## src/rtl/fp_mul_pipe_if.sv

```systemverilog
// rtl/fp_mul_pipe_if.sv - operand/result handshake bundle for the pipelined FP multiplier
interface fp_mul_pipe_if #(
  parameter int W = 8
);
  logic         in_valid;
  logic         in_ready;
  logic [W-1:0] in_a;
  logic [W-1:0] in_b;
  logic         in_rnd;
  logic         out_valid;
  logic         out_ready;
  logic [W-1:0] out_p;
  logic [3:0]   out_flags;

  // Producer of operands and consumer of products (operand fetch / MAC side)
  modport master (
    output in_valid, in_a, in_b, in_rnd, out_ready,
    input  in_ready, out_valid, out_p, out_flags
  );

  // The multiplier itself
  modport slave (
    input  in_valid, in_a, in_b, in_rnd, out_ready,
    output in_ready, out_valid, out_p, out_flags
  );
endinterface

```

## src/rtl/fp_mul_pipe.sv

```systemverilog
// rtl/fp_mul_pipe.sv - 3-stage pipelined FP multiplier, RNE/RTZ, FTZ, exception flags
module fp_mul_pipe #(
  parameter int EXP_W = 4,
  parameter int MAN_W = 3,
  parameter int BIAS  = 2**(EXP_W-1)-1
) (
  input  logic          clk,
  input  logic          rst_n,
  fp_mul_pipe_if.slave  bus
);
  localparam int W  = 1 + EXP_W + MAN_W;
  localparam int EW = EXP_W + 2;
  localparam int PW = 2*MAN_W + 2;
  localparam logic signed [EW-1:0] EXP_MAX = EW'(2**EXP_W - 1);

  // Whole pipe advances together; a stalled output freezes every stage.
  logic en;
  assign en            = !bus.out_valid || bus.out_ready;
  assign bus.in_ready  = en;

  // Stage 1 state
  logic                 v1_q, v1_d;
  logic                 sign1_q, sign1_d;
  logic signed [EW-1:0] exp1_q, exp1_d;
  logic [PW-1:0]        prod1_q, prod1_d;
  logic                 nan1_q, nan1_d, inf1_q, inf1_d, zero1_q, zero1_d;
  logic                 rnd1_q, rnd1_d;
  // Stage 2 state
  logic                 v2_q, v2_d;
  logic                 sign2_q, sign2_d;
  logic signed [EW-1:0] exp2_q, exp2_d;
  logic [MAN_W-1:0]     man2_q, man2_d;
  logic                 inexact2_q, inexact2_d;
  logic                 nan2_q, nan2_d, inf2_q, inf2_d, zero2_q, zero2_d;
  logic                 rnd2_q, rnd2_d;
  // Stage 3 (output register)
  logic                 out_valid_q, out_valid_d;
  logic [W-1:0]         p_q, p_d;
  logic [3:0]           flags_q, flags_d;

  assign bus.out_valid = out_valid_q;
  assign bus.out_p     = p_q;
  assign bus.out_flags = flags_q;

  // Stage 1: unpack, classify, sign, biased exponent sum and significand product
  logic [EXP_W-1:0] a_exp, b_exp;
  logic [MAN_W-1:0] a_man, b_man;
  logic             a_zero, b_zero, a_inf, b_inf, a_nan, b_nan;
  logic [PW-1:0]    sig_a, sig_b;
  always_comb begin
    a_exp   = bus.in_a[W-2:MAN_W];
    b_exp   = bus.in_b[W-2:MAN_W];
    a_man   = bus.in_a[MAN_W-1:0];
    b_man   = bus.in_b[MAN_W-1:0];
    a_zero  = (a_exp == '0);
    b_zero  = (b_exp == '0);
    a_inf   = (&a_exp) && (a_man == '0);
    b_inf   = (&b_exp) && (b_man == '0);
    a_nan   = (&a_exp) && (a_man != '0);
    b_nan   = (&b_exp) && (b_man != '0);
    sig_a   = PW'({1'b1, a_man});
    sig_b   = PW'({1'b1, b_man});
    v1_d    = bus.in_valid;
    sign1_d = bus.in_a[W-1] ^ bus.in_b[W-1];
    exp1_d  = EW'({2'b00, a_exp}) + EW'({2'b00, b_exp}) - EW'(BIAS);
    prod1_d = sig_a * sig_b;
    nan1_d  = a_nan || b_nan || (a_inf && b_zero) || (b_inf && a_zero);
    inf1_d  = a_inf || b_inf;
    zero1_d = a_zero || b_zero;
    rnd1_d  = bus.in_rnd;
  end

  // Stage 2: normalise product into [1,2), extract guard/sticky, round
  logic [MAN_W-1:0]     man_t;
  logic                 guard, sticky, inc;
  logic signed [EW-1:0] exp_n;
  logic [MAN_W:0]       man_sum;
  always_comb begin
    if (prod1_q[PW-1]) begin
      man_t  = prod1_q[PW-2 -: MAN_W];
      guard  = prod1_q[MAN_W];
      sticky = |prod1_q[MAN_W-1:0];
      exp_n  = exp1_q + EW'(1);
    end else begin
      man_t  = prod1_q[PW-3 -: MAN_W];
      guard  = prod1_q[MAN_W-1];
      sticky = |prod1_q[MAN_W-2:0];
      exp_n  = exp1_q;
    end
    inc     = !rnd1_q && guard && (sticky || man_t[0]);
    man_sum = {1'b0, man_t} + (MAN_W+1)'(inc);
    if (man_sum[MAN_W]) begin
      man2_d = '0;
      exp2_d = exp_n + EW'(1);
    end else begin
      man2_d = man_sum[MAN_W-1:0];
      exp2_d = exp_n;
    end
    v2_d       = v1_q;
    sign2_d    = sign1_q;
    inexact2_d = guard || sticky;
    nan2_d     = nan1_q;
    inf2_d     = inf1_q;
    zero2_d    = zero1_q;
    rnd2_d     = rnd1_q;
  end

  // Stage 3: specials by priority, then overflow/underflow, then pack
  always_comb begin
    out_valid_d = v2_q;
    p_d         = {sign2_q, exp2_q[EXP_W-1:0], man2_q};
    flags_d     = {3'b000, inexact2_q};
    if (nan2_q) begin
      p_d     = {1'b0, {EXP_W{1'b1}}, 1'b1, {(MAN_W-1){1'b0}}};
      flags_d = 4'b1000;
    end else if (inf2_q) begin
      p_d     = {sign2_q, {EXP_W{1'b1}}, {MAN_W{1'b0}}};
      flags_d = 4'b0000;
    end else if (zero2_q) begin
      p_d     = {sign2_q, {(W-1){1'b0}}};
      flags_d = 4'b0000;
    end else if (exp2_q >= EXP_MAX) begin
      p_d     = rnd2_q ? {sign2_q, {(EXP_W-1){1'b1}}, 1'b0, {MAN_W{1'b1}}}
                       : {sign2_q, {EXP_W{1'b1}}, {MAN_W{1'b0}}};
      flags_d = 4'b0101;
    end else if (exp2_q[EW-1] || (exp2_q == '0)) begin
      p_d     = {sign2_q, {(W-1){1'b0}}};
      flags_d = 4'b0011;
    end
  end

  // Pipeline registers: cleared by reset, frozen while the output is stalled
  always_ff @(posedge clk) begin
    if (!rst_n) begin
      v1_q <= 1'b0; sign1_q <= 1'b0; exp1_q <= '0; prod1_q <= '0;
      nan1_q <= 1'b0; inf1_q <= 1'b0; zero1_q <= 1'b0; rnd1_q <= 1'b0;
      v2_q <= 1'b0; sign2_q <= 1'b0; exp2_q <= '0; man2_q <= '0; inexact2_q <= 1'b0;
      nan2_q <= 1'b0; inf2_q <= 1'b0; zero2_q <= 1'b0; rnd2_q <= 1'b0;
      out_valid_q <= 1'b0; p_q <= '0; flags_q <= '0;
    end else if (en) begin
      v1_q <= v1_d; sign1_q <= sign1_d; exp1_q <= exp1_d; prod1_q <= prod1_d;
      nan1_q <= nan1_d; inf1_q <= inf1_d; zero1_q <= zero1_d; rnd1_q <= rnd1_d;
      v2_q <= v2_d; sign2_q <= sign2_d; exp2_q <= exp2_d; man2_q <= man2_d; inexact2_q <= inexact2_d;
      nan2_q <= nan2_d; inf2_q <= inf2_d; zero2_q <= zero2_d; rnd2_q <= rnd2_d;
      out_valid_q <= out_valid_d; p_q <= p_d; flags_q <= flags_d;
    end
  end
endmodule

```

## src/flat_wrapper.sv

```systemverilog
// flat-port wrapper written by rule: the top's interface ports become plain ports
module fp_mul_pipe_flat 
#(
  parameter int EXP_W = 4,
  parameter int MAN_W = 3,
  parameter int BIAS  = 2**(EXP_W-1)-1
)
  (clk, rst_n, bus_in_valid, bus_in_a, bus_in_b, bus_in_rnd, bus_out_ready, bus_in_ready, bus_out_valid, bus_out_p, bus_out_flags);
  fp_mul_pipe_if #(.W(8)) bus_i ();
  input  logic clk;
  input  logic rst_n;
  input wire logic [$bits(bus_i.in_valid)-1:0] bus_in_valid;
  input wire logic [$bits(bus_i.in_a)-1:0] bus_in_a;
  input wire logic [$bits(bus_i.in_b)-1:0] bus_in_b;
  input wire logic [$bits(bus_i.in_rnd)-1:0] bus_in_rnd;
  input wire logic [$bits(bus_i.out_ready)-1:0] bus_out_ready;
  output wire logic [$bits(bus_i.in_ready)-1:0] bus_in_ready;
  output wire logic [$bits(bus_i.out_valid)-1:0] bus_out_valid;
  output wire logic [$bits(bus_i.out_p)-1:0] bus_out_p;
  output wire logic [$bits(bus_i.out_flags)-1:0] bus_out_flags;
  assign bus_i.in_valid = bus_in_valid;
  assign bus_i.in_a = bus_in_a;
  assign bus_i.in_b = bus_in_b;
  assign bus_i.in_rnd = bus_in_rnd;
  assign bus_i.out_ready = bus_out_ready;
  assign bus_in_ready = bus_i.in_ready;
  assign bus_out_valid = bus_i.out_valid;
  assign bus_out_p = bus_i.out_p;
  assign bus_out_flags = bus_i.out_flags;
  fp_mul_pipe #(.EXP_W(EXP_W), .MAN_W(MAN_W), .BIAS(BIAS)) u_core (.clk(clk), .rst_n(rst_n), .bus(bus_i));
endmodule
```

## config.mk

```make
export PLATFORM = sky130hd
export DESIGN_NAME = fp_mul_pipe_flat
export DESIGN_NICKNAME = d
export VERILOG_FILES = /design/src/rtl/fp_mul_pipe_if.sv /design/src/rtl/fp_mul_pipe.sv /design/src/flat_wrapper.sv
export SDC_FILE = /design/constraint.sdc
export NUM_CORES = 1
export LEC_CHECK = 0
export CORE_MARGIN = 2
export CORE_UTILIZATION = 50
export DETAILED_ROUTE_END_ITERATION = 10
export PLACE_DENSITY_LB_ADDON = 0.08
export SYNTH_ARGS = -nofsm -noshare
export SYNTH_HDL_FRONTEND = slang
export SYNTH_SLANG_ARGS = --single-unit
```

## constraint.sdc

```tcl
create_clock -name clk -period 4.68 [get_ports clk]
set_input_delay 0.702 -clock clk [delete_from_list [all_inputs] [get_ports clk]]
set_output_delay 0.702 -clock clk [all_outputs]
set_load 0.01 [all_outputs]
```

After elaboration in Yosys (flattened, before gate mapping)
Index checks and enable logic that the tools add are counted.
{ "op_classes": {"add_sub_neg": 5, "n_mul": 1, "mux": 17, "bitwise_logic": 1, "magnitude_cmp": 1, "reduce_logical": 30} }
{ "op_table": {"columns": ["op", "n"], "rows": [
  ["$mux 7", 4],
  ["$mux 4", 5],
  ["$add 6x2->6 const B", 2],
  ["$mux 6", 2],
  ["$logic_or 1x1->1", 9],
  ["$logic_and 1x1->1", 8],
  ["$logic_not 4->1", 2],
  ["$mul 4x4->8", 1],
  ["$mux 8", 1],
  ["$reduce_and 4->1", 2],
  ["$ge 6x5->1 const B", 1],
  ["$logic_not 3->1", 2],
  ["$logic_not 6->1", 1],
  ["$mux 3", 2],
  ["$reduce_bool 3->1", 2],
  ["$sub 6x3->6 const B", 1],
  ["$add 4x4->5", 1],
  ["$add 3x1->4", 1],
  ["$reduce_or 3->1", 1],
  ["$logic_not 1->1", 2],
  ["$mux 1", 2],
  ["$mux 2", 1],
  ["$reduce_or 2->1", 1],
  ["$xor 1x1->1", 1]
]} }
{ "word_totals": {"inputBits": 21, "out_inout_bits": 14, "ff_bits": 49} }

Depth between registers and ports, before layout
Gate-level depths: netlist of the first run.
{ "logic_depth": {"depth_word": 7, "depth_mapped": 12, "depth_no_buf": 12} }

Worst setup path before layout of the first run
OpenSTA, ideal clock, no wires.
{ "synth_path": {"kind": "input port to flip-flop", "from": "in bus_in_a[1]", "to": "reg u_core.prod1_q[6]", "stages": 11, "arrival_time_ps": 3126, "n_path_buf": 0, "setup_slack_ps": 1483, "setup_ps": 70, "t_required_ps": 4610, "cell_sequence": "inv_1 -> nor2_1 -> fa_1 -> fa_1 -> inv_1 -> fa_1 -> nor2b_1 -> o21a_1 -> nor3_1 -> or3b_1 -> a21oi_1"} }
{ "synth_via": {"elab_chain_cells": 1} }
{ "synth_rtl": {"columns": ["element", "line_no", "source"], "rows": [
  ["from (decl)", "flat_wrapper.sv:13", "input wire logic [$bits(bus_i.in_a)-1:0] bus_in_a;"],
  ["$mul 4x4->8", "fp_mul_pipe.sv:66", "prod1_d = sig_a * sig_b;"],
  ["to (signal assigned)", "fp_mul_pipe.sv:141", "v1_q <= v1_d; sign1_q <= sign1_d; exp1_q <= exp1_d; prod1_q <= prod1_d;"],
  ["to (decl)", "fp_mul_pipe.sv:25", "logic [PW-1:0] prod1_q, prod1_d;"]
]} }
Every way passes these cells.
A chain may end at the register's enable or synchronous reset.

Final worst setup path of the first run
Ends and elaborated chain as after synthesis.

==> flow_summary.yaml, run 1 <==
drt:
  wirelength_um: 5950
  drtAntennaViolNets: 0
  drt_first_pass_iters: 4
  avgRoutedWirePerCell_um: 13.3
  drcViolationCount: 0
  via_count: 2514
  via_per_inst: 5.60
  first_iter_violations: 165
clock_network:
  post_cts_buffers: 0
  clock_latency_ns: 0.31
  cts.sinks: 49
  cts_resized: 0
  postCtsHoldBufs: 0
  clock_path_buffers: 2
  root_buffer: "clkbuf_8"
  htreeDepth: 2
  clkTransAtPathRegs_ns: 0.09
  cts_tree: "done"
  cts_buffers: 5
die:
  die_w_um: 79.3
  fp.dieArea_mm2: 0.00628
  ios: 35
  rows: 27
  coreArea_mm2: 0.00547
  fp.dieH_um: 79.3
  floorplan.initialDensity_pct: 51.7
timing:
  relSlewSlack_pct: 51.6
  hold_ws_ns: 0.458
  final_max_slew_viol_count: 0
  setup_viol: 0
  setup_tns_ns: 0
  clock_skew_ns: 0.00937
  rsz0062_at_grt: "no"
  fmax_ghz: 0.278
  hold_viol_final: 0
  tightestPinTransition_ns: 0.725
  fin_crit_ns: 3.60
  post-route-period-util_pct: 76.8
worst_setup_path:
  crit_family: "adder cells"
  crit_arrival_ns: 3.82
  path_cells: "clkdlybuf4s50_1 -> inv_1 -> nor2_1 -> fa_1 -> fa_1 -> inv_1 -> fa_1 -> nor2b_1 -> o21a_1 -> nor3_1 -> or3b_1 -> a21oi_1"
  cp.required_ns: 4.91
  endpoint_kind: "register"
  cp_max_fo: 4
  critical_path_class: "in -> reg"
  worst_path_largest_cell_delay_ns: 0.54
  path_common_cell: "fa_1"
  critPathBufInv: 3
  critPathLaunchType: "primary input"
  reg2reg_slack_ns: 2.50
  cp_slowest_cell: "fa_1"
hold_path:
  hp-class: "reg -> reg"
place:
  placed_cells: 441
  dpl_cell_area_mm2: 0.00319
  portBuffers: 34
  dp.final_hpwl_um: 4280
  gp_congestion: 0.911
pwr:
  peakVddDrop_mv: 0.196
  p_leak_uw: 0.00134
  powerDensity_mw_per_mm2: 325
yosys:
  ys_async_sr_fraction_pct: 0
  synth.distinct_cells: 45
  synth_edf_count: 0
  yosysWarnings: 0
  ys_ff_latch: 49
  synth_fp_nets: 400
  synth_flop_cell: "dfxtp_1"
  avgSynthCellArea_um2: 8.02
  syn_inst: 353
  ys_seq_area_share_pct: 34.6
  syn_area_mm2: 0.00283
cells_and_area:
  fillCellCount: 538
  mostFrequentLayoutCells: "nand2_1, dfxtp_1, a21oi_1, clkdlybuf4s50_1, nor2_1"
  final_cell_area_mm2: 0.00331
  layout_commonest_cell: "nand2_1"
  fin_nets: 423
  regArea_um2: 981
  multiInputGateArea_mm2: 0.00168
  n_antenna_cell: 0
  fin_util_pct: 60.4
  fin_cells: 449
  area_delta_synth_final_pct: 16.8
  drive_above_1_share_pct: 5.04
grt:
  antenna_found_initial: 0
  globalRouteMet1Util_pct: 28.2
  busiest_layer: "met2"
  gr-total-overflow: 0
  grt_pass1_vias: 2381
  use_met3_pct: 3.86
  track_usage_pct: 21.2
  grt_first_pass_wirelength_um: 10700
  use_met2_pct: 35.1
  grt_start_max_net_pins: 47
run:
  max_cap_viol_count: 0
outcome:
  status: "finished, final reports clean"
## Yosys cell counts (4+ instances only)
cell	count	share of area, %
clkbuf_1	12	1.6
nand4_1	7	1.5
xor2_1	6	1.9
nand3_1	13	2.3
fa_1	6	4.2
inv_1	21	2.8
nor2_1	33	4.4
o21ai_0	9	1.6
xnor2_1	10	3.1
nor3_1	10	1.8
nor4_1	6	1.3
nand2_1	52	6.9
a21oi_1	34	6.0
o21ai_1	5	0.88
dfxtp_1	49	35
and2_1	5	1.1
ha_1	20	8.8
a211oi_1	8	2.1
buf_2	6	1.1
o22ai_1	4	0.88
## final cells by class
type	instances	area share, %
Clock buffer	5	2.08
Inverter	22	2.50
Clock inverter	3	1.40
Timing Repair Buffer	36	10.7
Sequential cell	49	29.7
Tap cell	72	2.72
Multi-Input combinational cell	262	50.9
## worst register-to-register path, delay by kind of cell (launching register included)
family          cells  cell delay (ns)
fa+ha+maj           1             0.21
xor+xnor            1             0.16
simple gates        2             0.23
compound gates      3             0.71
mux                 1             0.14
flops               1             0.63
## registers in the layout, summed over array words and instances (netlist names)
signal,count
u_core.bus.out_p,8
u_core.prod1_q,8
u_core.exp1_q,6
u_core.exp2_q,6
u_core.bus.out_flags,4
u_core.man2_q,3
u_core.bus.out_valid,1
u_core.inexact2_q,1
u_core.inf1_q,1
u_core.inf2_q,1
u_core.nan1_q,1
u_core.nan2_q,1
u_core.out_valid_d,1
u_core.rnd1_q,1
u_core.rnd2_q,1
u_core.sign1_q,1
u_core.sign2_q,1
u_core.v1_q,1
u_core.zero1_q,1
u_core.zero2_q,1
## metrics by stage
step | setup WS (ns) | power [uW]
global placement | 0.830 | 773
detailed placement | 0.775 | 779
floorplan | 1.48 | 695
global route | 0.828 | 1150
CTS | 1.09 | 1090
finish | 1.08 | 1080
## where the power goes
group | leakage [uW] | switching (uW) | internal (uW)
Combinational | 0.000877 | 131 | 134
Clock | 0.0000543 | 149 | 160
Sequential | 0.000403 | 42.0 | 461
## worst paths after layout
check / cells past startpoint / endpoint / from
min reg2reg: 2 / u_core.prod1_q[0] / u_core.prod1_q[0]
max reg2reg: 8 / u_core.exp2_q[5] / u_core.prod1_q[7]
min: 2 / u_core.prod1_q[0] / u_core.prod1_q[0]
max: 12 / u_core.prod1_q[6] / bus_in_a[1]
## metal layers
| layer | wire length [um] | part of all wire, % |
|---|---|---|
| met5 | 0 | 0 |
| met2 | 2820 | 47 |
| met3 | 137 | 2.3 |
| met4 | 93 | 1.6 |
| met1 | 2900 | 49 |
## kinds of logic after synthesis
kind of cell               share of synthesized area, %
xor gates and xnor gates                           4.95
muxes                                              1.90
buffers and inverters                              5.97
AOI/OAI and AO/OA                                  16.2
and+or+nand+nor                                    23.2
DFF                                                34.6
adders and majority gates                          13.1
No activity file was read; power rests on OpenSTA's default activity.
==> inputs of run 2 (changes only) <==
==> constraint.sdc (replaced) <==
create_clock -name clk -period 3.5 [get_ports clk]
set_input_delay 0.525 -clock clk [delete_from_list [all_inputs] [get_ports clk]]
set_output_delay 0.525 -clock clk [all_outputs]
set_load 0.01 [all_outputs]
==> flow_summary.yaml, run 2 (synthesis results as in run 1) <==
outcome:
  status: "finished, final reports clean"
worst_setup_path:
  cp.required_ns: 3.74
  startpoint: "bus_in_a[1]"
  critPathLaunchType: "primary input"
  r2r_start: "u_core.prod1_q[7]"
  critical_path_class: "in -> reg"
  crit_arrival_ns: 3.54
  r2r_cells: 8
  cp_max_fo: 2
  endpoint_kind: "register"
timing:
  hold_viol_final: 0
  setup_tns_ns: 0
  tightestPinTransition_ns: 0.597
  rsz0062_at_grt: "no"
  fin_crit_ns: 3.30
  setup_viol: 0
  fmax_ghz: 0.303
  post-route-period-util_pct: 94.3
  clock_skew_ns: 0.00639
  relSlewSlack_pct: 60.0
  final_max_slew_viol_count: 0
die:
  coreArea_mm2: 0.00547
  floorplan.initialDensity_pct: 51.7
  fp.dieH_um: 79.3
  ios: 35
  rows: 27
  die_w_um: 79.3
  fp.dieArea_mm2: 0.00628
pwr:
  p_int_uw: 1020
  seqPwrFrac_pct: 46.3
  powerDensity_mw_per_mm2: 426
  switching_power_uw: 433
  swShare_pct: 29.8
  peakVddDrop_mv: 0.226
  p_leak_uw: 0.00140
  p_comb_share_pct: 25.4
  clkPwrFrac_pct: 28.2
grt:
  grt_start_max_net_pins: 47
  grt_pass1_vias: 2432
  gr-total-overflow: 0
  track_usage_pct: 21.3
  antenna_found_initial: 0
  grt_first_pass_wirelength_um: 10800
place:
  portBuffers: 34
  dp.final_hpwl_um: 4350
  dpl_cell_area_mm2: 0.00329
  gp_congestion: 0.838
  placed_cells: 454
drt:
  drcViolationCount: 0
  via_count: 2475
  via_per_inst: 5.36
  drtAntennaViolNets: 0
  avgRoutedWirePerCell_um: 12.9
  wirelength_um: 5970
  drt_first_pass_iters: 4
  first_iter_violations: 107
clock_network:
  htreeDepth: 2
  post_cts_buffers: 0
  clock_latency_ns: 0.30
  cts_buffers: 5
  root_buffer: "clkbuf_8"
  cts_tree: "done"
  cts.sinks: 49
  clock_path_buffers: 2
  clkTransAtPathRegs_ns: 0.09
cells_and_area:
  layout_commonest_cell: "nand2_1"
  area_delta_synth_final_pct: 20.5
  final_cell_area_mm2: 0.00341
  mostFrequentLayoutCells: "nand2_1, dfxtp_1, a21oi_1, clkdlybuf4s50_1, nor2_1"
  fin_cells: 462
  drive_above_1_share_pct: 8.72
  fin_nets: 436
  n_antenna_cell: 0
hold_path:
  min_from: "u_core.bus.out_p[7]"
  hp-class: "reg -> reg"
  hold_depth: 2
run:
  max_cap_viol_count: 0
## run 2: cell count changes in the layout (fill, tap and decap cells not counted), sizes merged
cell,previous run,this run
buf,2,15
## run 2: cell type report
| type | count | area, um2 |
|---|---|---|
| Clock inverter | 3 | 46.3 |
| Sequential cell | 49 | 981 |
| Multi-Input combinational cell | 262 | 1690 |
| Clock buffer | 5 | 68.8 |
| Inverter | 22 | 82.6 |
| Fill cell | 499 | 2060 |
| Tap cell | 72 | 90.1 |
| Timing Repair Buffer | 49 | 453 |
## run 2: worst paths after layout
check	slack (ns)	endpoint
max reg2reg	1.27	u_core.exp2_q[4]
min reg2reg	0.45	u_core.bus.out_p[7]
min	0.45	u_core.bus.out_p[7]
max	0.20	u_core.prod1_q[6]
## run 2: metal layers
layer / GRT usage, % / share of wire [%] / vias to the layer above
li1: - / - / 1290
met1: 28.1 / 50 / 1150
met2: 36.9 / 48 / 31
met3: 3.52 / 2.2 / 4
met4: 4.14 / 0.23 / 0
met5: 0 / 0 / -
## run 2: timing repair
item	4_1_cts	5_1_grt
hold buffers	0	0
endpoints found under the setup margin	0	1
endpoints found under the hold margin	0	0
resized for setup	0	2
## run 2: per-stage QoR
step	setup slack (ns)	hold slack, ns	power (uW)	utilization, %
finish	0.200	0.453	1450	62.3
detailed placement	-0.150	0.443	1060	60.1
global route	0.0112	0.468	1550	62.3
global placement	-0.0729	0.440	1050	60.1
floorplan	0.480	0.432	930	-
CTS	0.174	0.456	1470	62.2
## run 2: power groups by stage
stage,logic (uW),registers [uW],clock network [uW]
after floorplan,258,672,0
after global placement,361,685,0
after detailed placement,370,686,0
after CTS,372,674,422
after global routing,424,684,446
final,370,674,411
## run 2: worst max-delay path: stages
cell and delay [ns]:
clkdlybuf4s50_1 0.48, inv_1 0.06, nor2_1 0.14, fa_1 0.47, fa_1 0.55, inv_1 0.06
fa_1 0.44, nor2b_2 0.14, o21a_1 0.14, nor3_1 0.05, or3b_1 0.34, a21oi_1 0.14
